--- src/rtl/mux_scan_ctrl_pkg.sv ---
// Shared definitions for the mux scan sequencer: FSM state encoding and
// default configuration values.
package mux_scan_ctrl_pkg;

    typedef enum logic [1:0] {
        IDLE   = 2'd0,
        SETTLE = 2'd1,
        SAMPLE = 2'd2,
        OUTPUT = 2'd3
    } scan_state_t;

    localparam int unsigned DEF_SEL_W      = 4;
    localparam int unsigned DEF_SETTLE_CYC = 2;
    localparam int unsigned CNT_W          = 4;

    // Cycles from an accepted start to word_valid for n enabled channels.
    function automatic int unsigned scan_latency(input int unsigned n_en,
                                                 input int unsigned settle);
        return 1 + n_en * (settle + 1);
    endfunction

endpackage

--- src/rtl/mux_scan_ctrl_if.sv ---
// Scan word hand-off bus: the sequencer is master, the consumer is slave.
interface mux_scan_ctrl_if #(
    parameter int unsigned N_CH = 16
);
    logic [N_CH-1:0] scan_word;
    logic            word_valid;
    logic            word_ready;

    modport master (output scan_word, output word_valid, input word_ready);
    modport slave  (input scan_word, input word_valid, output word_ready);
endinterface

--- src/rtl/mux_scan_ctrl_next_chan_find.sv ---
// Combinational search for the next enabled channel in a mask: the lowest
// enabled index strictly above cur, or the lowest enabled index when first=1.
module next_chan_find #(
    parameter int unsigned SEL_W = 4
) (
    input  logic [2**SEL_W-1:0] mask,
    input  logic [SEL_W-1:0]    cur,
    input  logic                first,
    output logic [SEL_W-1:0]    nxt,
    output logic                found
);

    // Ascending scan; the first qualifying hit wins.
    always_comb begin
        nxt   = '0;
        found = 1'b0;
        for (int unsigned i = 0; i < 2**SEL_W; i++) begin
            if (!found && mask[i] && (first || i > 32'(cur))) begin
                nxt   = SEL_W'(i);
                found = 1'b1;
            end
        end
    end

endmodule

--- src/rtl/mux_scan_ctrl.sv ---
// Sequencer for the 16:1 mux: steps the select over enabled channels, waits a
// settle interval on each, samples mux_y into scan_word and hands the word off
// on a valid/ready handshake.
module mux_scan_ctrl
    import mux_scan_ctrl_pkg::*;
#(
    parameter int unsigned SEL_W      = DEF_SEL_W,
    parameter int unsigned SETTLE_CYC = DEF_SETTLE_CYC
) (
    input  logic                clk,
    input  logic                rst_n,
    input  logic                start,
    input  logic                cont,
    input  logic                abort,
    input  logic [2**SEL_W-1:0] chan_mask,
    input  logic                mux_y,
    output logic [SEL_W-1:0]    sel,
    output logic                busy,
    mux_scan_ctrl_if.master     word_if
);

    localparam int unsigned N_CH = 2**SEL_W;

    if (SETTLE_CYC == 0 || SETTLE_CYC > 15) begin : g_bad_settle
        $error("mux_scan_ctrl: SETTLE_CYC must be in 1..15");
    end

    scan_state_t        state;
    logic [CNT_W-1:0]   settle_cnt;
    logic [N_CH-1:0]    mask_q;

    logic               find_first;
    logic [N_CH-1:0]    find_mask;
    logic [SEL_W-1:0]   find_idx;
    logic               find_ok;

    // Scan start (IDLE, or OUTPUT with cont) searches the live mask from the
    // bottom; mid-scan steps search the latched mask above the current sel.
    always_comb begin
        find_first = (state == IDLE) || (state == OUTPUT);
        find_mask  = find_first ? chan_mask : mask_q;
    end

    next_chan_find #(.SEL_W(SEL_W)) u_find (
        .mask  (find_mask),
        .cur   (sel),
        .first (find_first),
        .nxt   (find_idx),
        .found (find_ok)
    );

    // Scan FSM with registered sel, busy, scan_word and word_valid.
    always_ff @(posedge clk or negedge rst_n) begin
        if (!rst_n) begin
            state              <= IDLE;
            settle_cnt         <= '0;
            mask_q             <= '0;
            sel                <= '0;
            busy               <= 1'b0;
            word_if.scan_word  <= '0;
            word_if.word_valid <= 1'b0;
        end else if (abort) begin
            state              <= IDLE;
            settle_cnt         <= '0;
            sel                <= '0;
            busy               <= 1'b0;
            word_if.word_valid <= 1'b0;
        end else begin
            case (state)
                IDLE: begin
                    if (start) begin
                        mask_q             <= chan_mask;
                        word_if.scan_word  <= '0;
                        settle_cnt         <= '0;
                        busy               <= 1'b1;
                        if (find_ok) begin
                            state <= SETTLE;
                            sel   <= find_idx;
                        end else begin
                            state              <= OUTPUT;
                            word_if.word_valid <= 1'b1;
                        end
                    end
                end
                SETTLE: begin
                    if (settle_cnt == CNT_W'(SETTLE_CYC - 1)) begin
                        settle_cnt <= '0;
                        state      <= SAMPLE;
                    end else begin
                        settle_cnt <= settle_cnt + 1'b1;
                    end
                end
                SAMPLE: begin
                    word_if.scan_word[sel] <= mux_y;
                    if (find_ok) begin
                        state <= SETTLE;
                        sel   <= find_idx;
                    end else begin
                        state              <= OUTPUT;
                        word_if.word_valid <= 1'b1;
                    end
                end
                OUTPUT: begin
                    if (word_if.word_ready) begin
                        if (cont) begin
                            // Behaves as a start accepted this cycle; an empty
                            // mask re-presents an all-zero word immediately.
                            mask_q             <= chan_mask;
                            word_if.scan_word  <= '0;
                            settle_cnt         <= '0;
                            word_if.word_valid <= !find_ok;
                            if (find_ok) begin
                                state <= SETTLE;
                                sel   <= find_idx;
                            end
                        end else begin
                            state              <= IDLE;
                            busy               <= 1'b0;
                            word_if.word_valid <= 1'b0;
                        end
                    end
                end
                default: begin
                    state <= IDLE;
                    busy  <= 1'b0;
                end
            endcase
        end
    end

endmodule

--- src/flat_wrapper.sv ---
// flat-port wrapper written by rule: the top's interface ports become plain ports
module mux_scan_ctrl_flat import mux_scan_ctrl_pkg::*;
#(
    parameter int unsigned SEL_W      = DEF_SEL_W,
    parameter int unsigned SETTLE_CYC = DEF_SETTLE_CYC
)
  (clk, rst_n, start, cont, abort, chan_mask, mux_y, sel, busy, word_if_scan_word, word_if_word_valid, word_if_word_ready);
  mux_scan_ctrl_if #(.N_CH(16)) word_if_i ();
  input  logic clk;
  input  logic rst_n;
  input  logic start;
  input  logic cont;
  input  logic abort;
  input  logic [2**SEL_W-1:0] chan_mask;
  input  logic mux_y;
  output logic [SEL_W-1:0] sel;
  output logic busy;
  output wire logic [$bits(word_if_i.scan_word)-1:0] word_if_scan_word;
  output wire logic [$bits(word_if_i.word_valid)-1:0] word_if_word_valid;
  input wire logic [$bits(word_if_i.word_ready)-1:0] word_if_word_ready;
  assign word_if_scan_word = word_if_i.scan_word;
  assign word_if_word_valid = word_if_i.word_valid;
  assign word_if_i.word_ready = word_if_word_ready;
  mux_scan_ctrl #(.SEL_W(SEL_W), .SETTLE_CYC(SETTLE_CYC)) u_core (.clk(clk), .rst_n(rst_n), .start(start), .cont(cont), .abort(abort), .chan_mask(chan_mask), .mux_y(mux_y), .sel(sel), .busy(busy), .word_if(word_if_i));
endmodule
--- config.mk ---
export PLATFORM = sky130hd
export DESIGN_NAME = mux_scan_ctrl_flat
export DESIGN_NICKNAME = d
export VERILOG_FILES = /design/src/rtl/mux_scan_ctrl_pkg.sv /design/src/rtl/mux_scan_ctrl_if.sv /design/src/rtl/mux_scan_ctrl_next_chan_find.sv /design/src/rtl/mux_scan_ctrl.sv /design/src/flat_wrapper.sv
export SDC_FILE = /design/constraint.sdc
export NUM_CORES = 1
export LEC_CHECK = 0
export ABC_CLOCK_PERIOD_IN_PS = 4700
export CAP_MARGIN = 25
export CORE_ASPECT_RATIO = 0.8
export CORE_MARGIN = 1
export CORE_UTILIZATION = 55
export CTS_CLUSTER_DIAMETER = 40
export DETAILED_ROUTE_END_ITERATION = 16
export PLACE_DENSITY = 0.82
export SLEW_MARGIN = 20
export SYNTH_ARGS = -nofsm -noshare
export SYNTH_HDL_FRONTEND = slang
export SYNTH_HIERARCHICAL = 1
export SYNTH_SLANG_ARGS = --single-unit
export TNS_END_PERCENT = 5
--- constraint.sdc ---
create_clock -name clk -period 4.7 [get_ports clk]
set_clock_uncertainty 0.05 [all_clocks]
set_input_delay 0.47 -clock clk [delete_from_list [all_inputs] [get_ports clk]]
set_output_delay 0.47 -clock clk [all_outputs]
set_load 0.05 [all_outputs]
Word-level counts from Yosys, hierarchy flattened

Index checks and enable logic that the tools add are counted.

Eq/ne operators: 13
Add/sub/neg operators: 1
Magnitude comparators: 17
Reduce and logical (&&, ||, !) cells: 77
Muxes and demuxes: 74
Bitwise operators: 1

Operators by type and width:

| kind                  | count |
|---|---|
| $mux W16              | 7 |
| $mux W4               | 23 |
| $pmux W16 S3          | 1 |
| $gt A4 B4 Y1 const A  | 8 |
| $logic_and A1 B1 Y1   | 32 |
| $pmux W16 S2          | 1 |
| $mux W1               | 27 |
| $pmux W4 S3           | 2 |
| $bwmux W16            | 1 |
| $gt A3 B4 Y1 const A  | 4 |
| $logic_not A1 Y1      | 16 |
| $logic_or A1 B1 Y1    | 16 |
| $mux W2               | 8 |
| $reduce_and A4 Y1     | 4 |
| $ne A3 B3 Y1 const B  | 4 |
| $reduce_and A5 Y1     | 2 |
| $gt A2 B4 Y1 const A  | 2 |
| $pmux W2 S4           | 1 |
| $reduce_bool A4 Y1    | 2 |
| $ne A2 B2 Y1 const B  | 3 |
| $reduce_bool A3 Y1    | 2 |
| $lt A4 B5 Y1 const B  | 1 |
| $add A4 B1 Y4 const B | 1 |
| $demux W1 S4          | 1 |
| 13 further kinds      | 14 |

Bits of input ports: 23
Output and inout port bits: 22
Register bits: 44
Logic and storage cells: 190

Depth between registers and ports, before layout

Gate-level depths: netlist of the first run.

Depth in word-level cells: 70
Gate-level depth with buffers: 14

Cells and area by module

The synthesis of the first run kept the hierarchy.

Modules (own cells, without submodules):

| module         | cells an instance | area each (µm²) | times used | sequential area each (µm²) |
|---|---|---|---|---|
| mux_scan_ctrl  | 235               | 2511.2          | 1          | 1101.1 |
| next_chan_find | 84                | 514.2           | 1          | 0.0 |

Worst setup path before layout of the first run

OpenSTA, ideal clock, no wires.

Path kind: reg-to-reg
Start: register u_core.state[0]
End: register u_core.state[0]
Arrival: 3130 ps
Setup slack: 1396 ps
Buffers on the path: 2
Library setup time: 125 ps
Stages on the path, launching flop included: 13
Cell sequence: dfrtp_1 > inv_1 > ha_1 > buf_2 > buf_1 > mux2_2 > or3_1 > o22ai_1 > nor3b_1 > nand2_1 > nor4bb_1 > nor3_1 > mux2_2

Elaborated cells between the ends (all ways): 90
Classes of those cells: 7 x eq/ne; 19 x mux; 64 x reduce/logical

RTL lines:

| item                                             | RTL line                           | text |
|---|---|---|
| start: declaration                               | mux_scan_ctrl.sv:28                | `scan_state_t state;` |
| start signal: assignment                         | mux_scan_ctrl.sv:55                | `state <= IDLE;` |
| start signal: assignment                         | mux_scan_ctrl.sv:63                | `state <= IDLE;` |
| start signal: assignment                         | mux_scan_ctrl.sv:77                | `state <= SETTLE;` |
| $eq A2 B2 Y1 or $logic_not A2 Y1 (tied branches) | mux_scan_ctrl.sv:40                | `find_first = (state == IDLE) \|\| (state == OUTPUT);` |
| $logic_or A1 B1 Y1 *                             | mux_scan_ctrl.sv:40                |  |
| $mux W16 *                                       | mux_scan_ctrl.sv:41                | `find_mask = find_first ? chan_mask : mask_q;` |
| via u_core.find_mask[13]                         | mux_scan_ctrl.sv:33                | `logic [N_CH-1:0] find_mask;` |
| $logic_and A1 B1 Y1 * (2 in a row)               | mux_scan_ctrl_next_chan_find.sv:18 | `if (!found && mask[i] && (first \|\| i > 32'(cur))) begin` |
| $mux W1 *                                        | mux_scan_ctrl_next_chan_find.sv:18 |  |
| $logic_not A1 Y1                                 | mux_scan_ctrl_next_chan_find.sv:18 |  |
| $logic_and A1 B1 Y1 (2 in a row)                 | mux_scan_ctrl_next_chan_find.sv:18 |  |
| $mux W1 *                                        | mux_scan_ctrl_next_chan_find.sv:18 |  |
| $logic_not A1 Y1                                 | mux_scan_ctrl_next_chan_find.sv:18 |  |
| $logic_and A1 B1 Y1 (2 in a row)                 | mux_scan_ctrl_next_chan_find.sv:18 |  |
| $mux W1 *                                        | mux_scan_ctrl_next_chan_find.sv:18 |  |
| via u_core.find_ok                               | mux_scan_ctrl.sv:35                | `logic find_ok;` |
| $ne A4 B3 Y1 (no source line) *                  | n/a                                |  |
| $reduce_and A4 Y1 (no source line) *             | n/a                                |  |

Mark *: on every way through the listed nets, which the timed path passes. The rest lies on a longest branch.
A chain may end at the register's enable or synchronous reset.

Final worst setup path of the first run

Start: register u_core.state[0]
End: register u_core.state[0]

Word-level cells in the longest chain between the ends: 67
Elaborated cells between the ends (all ways): 90
Classes of those cells: 7 x eq/ne; 19 x mux; 64 x reduce/logical

Ends and longest elaborated chain:

| item                                             | RTL line                           | text |
|---|---|---|
| $eq A2 B2 Y1 or $logic_not A2 Y1 (tied branches) | mux_scan_ctrl.sv:40                |  |
| $logic_or A1 B1 Y1 *                             | mux_scan_ctrl.sv:40                |  |
| via u_core.find_first                            | mux_scan_ctrl.sv:32                | `logic find_first;` |
| $mux W16                                         | mux_scan_ctrl.sv:41                |  |
| $logic_and A1 B1 Y1                              | mux_scan_ctrl_next_chan_find.sv:18 |  |
| $mux W1                                          | mux_scan_ctrl_next_chan_find.sv:18 |  |
| $logic_not A1 Y1                                 | mux_scan_ctrl_next_chan_find.sv:18 |  |
| $logic_and A1 B1 Y1 (2 in a row)                 | mux_scan_ctrl_next_chan_find.sv:18 |  |
| (+50 left out)                                   | n/a                                |  |
| $logic_and A1 B1 Y1 (2 in a row)                 | mux_scan_ctrl_next_chan_find.sv:18 |  |
| $mux W1                                          | mux_scan_ctrl_next_chan_find.sv:18 |  |
| $logic_not A1 Y1                                 | mux_scan_ctrl_next_chan_find.sv:18 |  |
| $logic_and A1 B1 Y1 (2 in a row)                 | mux_scan_ctrl_next_chan_find.sv:18 |  |
| $mux W1 *                                        | mux_scan_ctrl_next_chan_find.sv:18 |  |
| via u_core.find_ok                               | mux_scan_ctrl.sv:35                |  |
| $ne A4 B3 Y1 (no source line) *                  | n/a                                |  |
| $reduce_and A4 Y1 (no source line) *             | n/a                                |  |

Marked as above.

==> impl_metrics.env, run 1 <==
export IMPL_status="finished, violations left"
export IMPL_violations="design-rule violations"
export IMPL_synthFlopType="dfrtp_1"
export IMPL_grt_pass1_wl_um=11340
export IMPL_tightest_slew_ns=0.6710
export IMPL_path_class="register to register"
export IMPL_worstSetupEndpointType="register"
export IMPL_die_width_um=84.92
export IMPL_grt_overflow_total=0
export IMPL_setup_violations=0
export IMPL_yosysWarnings=6
export IMPL_reg2reg_slack_ns=0.98
export IMPL_worstReg2RegEnd="u_core/state[0]"
export IMPL_hold_viol_final=0
export IMPL_first_pass_iters=12
export IMPL_syn_cell_area_sq_um=3025
export IMPL_cts_setup_buffers=0
export IMPL_start_util_pct=58.73
export IMPL_final_cells=420
export IMPL_syn_area_per_cell_sq_um=9.484
export IMPL_power_leakage_uw=0.001454
export IMPL_yosysSeqAreaShare_pct=36.39
export IMPL_postRouteAntennaNets=0
export IMPL_crit_path_max_fanout=16
export IMPL_slew_headroom_pct=55.12
export IMPL_dp_hpwl_um=4946
export IMPL_final_nets=387
export IMPL_cts_resized=0
export IMPL_grt_max_degree=45
export IMPL_clk_latency_ns=0.30
export IMPL_r2r_start="u_core/state[0]"
export IMPL_vdd_ir_drop_max_mv=0.3544
export IMPL_coreArea_sq_um=5151
export IMPL_drive_gt1_share_pct=14.80
export IMPL_rsz0062_at_grt="false"
export IMPL_wl_per_cell_um=16.57
export IMPL_hold_ws_ns=0.09987
export IMPL_final_cell_mix="dfrtp_1 (44), clkdlybuf4s50_1 (43), o21ai_0 (42), mux2_2 (25), nor2_1 (17)"
export IMPL_fin_crit_ns=3.724
export IMPL_die_y_um=68.34
export IMPL_worstPathRequired_ns=4.84
export IMPL_totalWireLength_um=6958
export IMPL_r2r_worst_path_cells=11
export IMPL_vias=2613
export IMPL_dieArea_sq_um=5803
export IMPL_min_period_over_period_pct=79.22
export IMPL_numPlacedInstances=412
export IMPL_synth_distinct_cells=59
export IMPL_ys_ff_latch=44
export IMPL_synth_edf_count=0
export IMPL_cts_buffers=5
export IMPL_drt_iter0_markers=232
export IMPL_fmax_ghz=0.2686
export IMPL_cellPowerDensity_nw_per_um2=635.6
export IMPL_syn_nets=349
export IMPL_grt_usage_pct=25.07
export IMPL_viasPerCell=6.221
export IMPL_io_buffers=44
export IMPL_cts_tree="built"
export IMPL_gp_congestion=0.9214
export IMPL_cts_root_buf="clkbuf_8"
export IMPL_cp_arrival_ns=3.86
export IMPL_antenna_found_initial=0
export IMPL_post_route_drc_count=4
export IMPL_holdBufCountCts=0
export IMPL_clockBufferDepth=2
export IMPL_drv_cap=0
export IMPL_cts_max_level=2
export IMPL_clock_sinks=44
export IMPL_final_common_cell="dfrtp_1"
export IMPL_maxSlewViolCount=0
export IMPL_synthArstFlopShare_pct=100.0
export IMPL_cp_start_kind="register"
export IMPL_final_setup_tns_ns=0
export IMPL_postSynthCellCount=319
export IMPL_clk_pin_slew_ns=0.09
export IMPL_worstHoldPathType="primary input to asynchronous set/reset pin"
export IMPL_grt_pass1_vias=2438
export IMPL_syn2layout_area_growth_pct=18.03
export IMPL_rows=23
export IMPL_antenna_cells=0
export IMPL_ios=45
==> critical path, cell delays in order (launching register included) <==
cell	delay, ns
dfrtp_1	0.42
inv_1	0.11
ha_1	0.62
inv_1	0.34
nand2b_1	0.30
a211o_1	0.35
and2_1	0.19
nor3b_1	0.32
nand2_1	0.21
nor4bb_1	0.31
nor3_1	0.11
mux2_2	0.28
==> metal layers <==
layer	up-vias	global-route usage, %	part of all wire, %
li1	1246	-	-
met1	1244	34.01	46
met2	110	41.57	46
met3	13	3.739	6.2
met4	0	8.686	1.4
met5	-	0	0
==> cell families after synthesis <==
kind of cell | count (synthesis) | share of synthesized area [%]
buf+inv | 27 | 4.880
simple gates | 99 | 18.78
compound gates | 107 | 22.79
mux | 35 | 14.27
flops | 44 | 36.39
fa+ha+maj | 7 | 2.895
==> where the power goes <==
| group | internal (uW) | leakage (uW) | switching [uW] | total [uW] |
|---|---|---|---|---|
| Sequential | 488 | 0.000572 | 114 | 602 |
| Clock | 174 | 0.0000614 | 137 | 311 |
| Combinational | 636 | 0.000821 | 721 | 1360 |
==> synth_stat cells (2+ instances only) <==
cell	instances	area, sq um
mux2_2	25	281.5
nand3_1	7	35.03
and2_1	4	25.02
or2b_1	2	15.01
ha_1	7	87.58
nand2b_1	14	87.58
o32ai_1	2	17.52
nand2_1	16	60.06
nor2b_1	13	81.33
or3_1	4	25.02
clkbuf_1	4	15.01
nor3_1	6	30.03
buf_6	2	22.52
o31ai_1	3	22.52
o211ai_1	5	37.54
mux2_4	10	150.1
nand3b_1	4	30.03
a21oi_1	12	60.06
o21ai_0	42	210.2
nor3b_1	2	15.01
o21a_1	4	30.03
dfrtp_1	44	1101
buf_4	3	22.52
a21boi_0	15	112.6
nor2_1	17	63.81
o22ai_1	5	31.28
o21bai_1	2	15.01
inv_1	13	48.80
buf_2	2	10.01
==> registers in the layout, summed over array words and instances (netlist names) <==
register and cells:
u_core/state 2, u_core/word_if.scan_word 16, u_core/settle_cnt 4, u_core/mask_q 16
u_core/busy 1, u_core/sel 4, u_core/word_if.word_valid 1
==> stage by stage <==
step                      total power (uW)  cell area (sq um)  setup slack, ns  utilization (%)
after floorplan                       1681               3025            1.396                -
after detailed placement              1939               3447            1.050            66.92
after global routing                  2421               3571           0.6548            69.32
final                                 2270               3571           0.9765            69.32
after CTS                             2256               3568            1.038            69.27
after global placement                1898               3447            1.176            66.92
==> worst max-delay path by stage <==
stage / startpoint / to / cells past startpoint
3_5_place_dp: u_core/state[0] / u_core/state[0] / 11
4_1_cts: u_core/state[0] / u_core/state[0] / 11
6_report: u_core/state[0] / u_core/state[0] / 11
3_3_place_gp: u_core/state[0] / u_core/state[1] / 11
2_1_floorplan: u_core/state[0] / u_core/state[0] / 12
5_1_grt: u_core/state[0] / u_core/state[1] / 11
==> cell type report <==
cell class                 instances  area (sq um)
multi-input combinational        248          1777
tap                               62         77.57
timing repair buffer              45         445.4
sequential                        44          1101
clock inverter                     2         38.79
fill                             395          1580
inverter                          13         48.80
clock buffer                       6         82.58
(Power assumes the default switching activity.)
==> inputs of run 2 (changes only) <==
Settings changed: ABC_CLOCK_PERIOD_IN_PS 4700 to 3700.
Clock period 4.7 ns to 3.7 ns, I/O delays scaled along.
==> run 2 against run 1 <==
Against the previous run:
- the flow still finishes with violations (design-rule violations)
- register-to-register slack got worse by 0.71 ns
- highest routed layer unchanged
- flip-flop and latch count unchanged
- first-iteration DRC count decreased by 11%
- core utilization about the same
- wire length decreased by 2.9%
- critical endpoint is now u_core/word_if.word_valid
- final cell count increased by 0.24%
- setup slack got worse by 0.71 ns
- non-clock buffer count increased by 1
- count of clock-buffer cells in the layout decreased by 1
- sequential power increased by 26%
- critical path depth increased by 1
- maximum frequency increased by 8.6%
==> impl_metrics.env, run 2 (synthesis results as in run 1) <==
export IMPL_dp_hpwl_um=4857
export IMPL_critPathSlowestCell="dfrtp_1"
export IMPL_final_common_cell="dfrtp_1"
export IMPL_clockBufferDepth=2
export IMPL_violations="design-rule violations"
export IMPL_grt_max_degree=45
export IMPL_power_leakage_uw=0.001451
export IMPL_dieArea_sq_um=5803
export IMPL_cp_arrival_ns=3.56
export IMPL_grt_pass1_vias=2400
export IMPL_syn2layout_area_growth_pct=18.11
export IMPL_final_setup_tns_ns=0
export IMPL_post_route_drc_count=4
export IMPL_drv_cap=0
export IMPL_fillCellCount=400
export IMPL_drt_iter0_markers=206
export IMPL_grt_usage_pct=24.92
export IMPL_postRouteAntennaNets=0
export IMPL_antenna_cells=0
export IMPL_ios=45
export IMPL_wl_per_cell_um=16.05
export IMPL_die_y_um=68.34
export IMPL_worst_path_buf_inv=3
export IMPL_grt_overflow_total=0
export IMPL_path_class="register to register"
export IMPL_totalWireLength_um=6758
export IMPL_vias=2585
export IMPL_path_common_cell="inv_1"
export IMPL_cts_max_level=2
export IMPL_grt_pass1_wl_um=11410
export IMPL_cts_resized=0
export IMPL_cts_setup_buffers=0
export IMPL_fin_crit_ns=3.430
export IMPL_status="finished, violations left"
export IMPL_antenna_found_initial=0
export IMPL_reg_top3="u_core/mask_q (16), u_core/word_if.scan_word (16)"
export IMPL_slew_headroom_pct=54.24
export IMPL_start_util_pct=58.73
export IMPL_rsz0062_at_grt="false"
export IMPL_tightest_slew_ns=0.6865
export IMPL_cts_root_buf="clkbuf_8"
export IMPL_coreArea_sq_um=5151
export IMPL_final_nets=388
export IMPL_drive_gt1_share_pct=15.32
export IMPL_path_delay_family="simple AND/OR/NAND/NOR gates"
export IMPL_viasPerCell=6.140
export IMPL_clock_sinks=44
export IMPL_final_cell_mix="dfrtp_1 (44), clkdlybuf4s50_1 (43), o21ai_0 (40), mux2_2 (25), nor2_1 (17)"
export IMPL_min_period_over_period_pct=92.70
export IMPL_worstPathRequired_ns=3.83
export IMPL_io_buffers=44
export IMPL_gp_congestion=0.9287
export IMPL_cts_tree="built"
export IMPL_clk_latency_ns=0.30
export IMPL_total_power_uw=2859
export IMPL_hold_viol_final=0
export IMPL_fmax_ghz=0.2916
export IMPL_vdd_ir_drop_max_mv=0.7623
export IMPL_holdBufCountCts=0
export IMPL_die_width_um=84.92
export IMPL_first_pass_iters=11
export IMPL_maxSlewViolCount=0
export IMPL_cp_start_kind="register"
export IMPL_rows=23
export IMPL_crit_path_max_fanout=17
export IMPL_cts_buffers=5
export IMPL_final_area_sq_um=3573
export IMPL_worstSetupEndpointType="register"
export IMPL_worstPathCellList="inv_1 > ha_1 > buf_4 > inv_1 > nand2b_1 > a211o_1 > and2_1 > nor3b_2 > nand2_1 > nor2b_1 > o311a_1 > o31ai_1"
export IMPL_critical_path_max_stage_delay_ns=0.42
export IMPL_setup_violations=0
export IMPL_clk_pin_slew_ns=0.09
export IMPL_fin_util_pct=69.37
export IMPL_postPlaceCellArea_sq_um=3455
export IMPL_cellPowerDensity_nw_per_um2=800.0
export IMPL_worstHoldPathType="primary input to asynchronous set/reset pin"
## run 2: changes by cell type in the layout (fill, tap and decap cells not counted), sizes merged
| cell | before | now |
|---|---|---|
| buf | 2 | 3 |
| clkbuf | 6 | 5 |
| clkinvlp | 0 | 1 |
## run 2: layout make-up
type | instances | area, sq um | share of cell area (%)
tap | 62 | 77.57 | 2.171
multi-input combinational | 248 | 1782 | 49.86
sequential | 44 | 1101 | 30.81
clock inverter | 3 | 42.54 | 1.190
inverter | 13 | 48.80 | 1.366
timing repair buffer | 46 | 452.9 | 12.68
clock buffer | 5 | 68.82 | 1.926
## run 2: worst paths after layout
path	startpoint	end	slack [ns]	depth (start not counted)
setup / recovery	u_core/state[0]	u_core/word_if.word_valid	0.27	12
hold / removal	rst_n	u_core/mask_q[14]	0.0009	1
setup reg to reg	u_core/state[0]	u_core/word_if.word_valid	0.27	12
hold reg to reg	u_core/word_if.scan_word[2]	u_core/word_if.scan_word[2]	0.46	2
max in group asynchronous	rst_n	u_core/word_if.word_valid	3.22	1
min in group clk	u_core/word_if.scan_word[2]	u_core/word_if.scan_word[2]	0.46	2
## run 2: routing by layer
layer / up-vias / track usage, % / share of wire [%]
met3: 11 / 4.704 / 6.0
met1: 1223 / 34.51 / 48
li1: 1249 / - / -
met4: 0 / 8.686 / 1.2
met2: 102 / 39.53 / 45
met5: - / 0 / 0
## run 2: stage by stage
stage	setup slack, ns	hold slack, ns	instances
detailed placement	0.2414	0.4395	413
global route	0.05350	0.04724	421
CTS	0.1653	0.2052	421
floorplan	0.3958	0.02441	319
finish	0.2701	0.0009493	421
global placement	0.4060	0.4333	413
## run 2: worst reg2reg max path, cell delays in order (launching register included)
cell and delay (ns):
dfrtp_1 0.42, inv_1 0.11, ha_1 0.29, buf_4 0.23, inv_1 0.15, nand2b_1 0.25, a211o_1 0.38, and2_1 0.21
nor3b_2 0.25, nand2_1 0.20, nor2b_1 0.19, o311a_1 0.29, o31ai_1 0.29
## run 2: where the power goes
group	leakage, uW	internal [uW]	switching [uW]
logic	0.000826	815	909
clock network	0.0000541	200	174
registers	0.000572	619	141
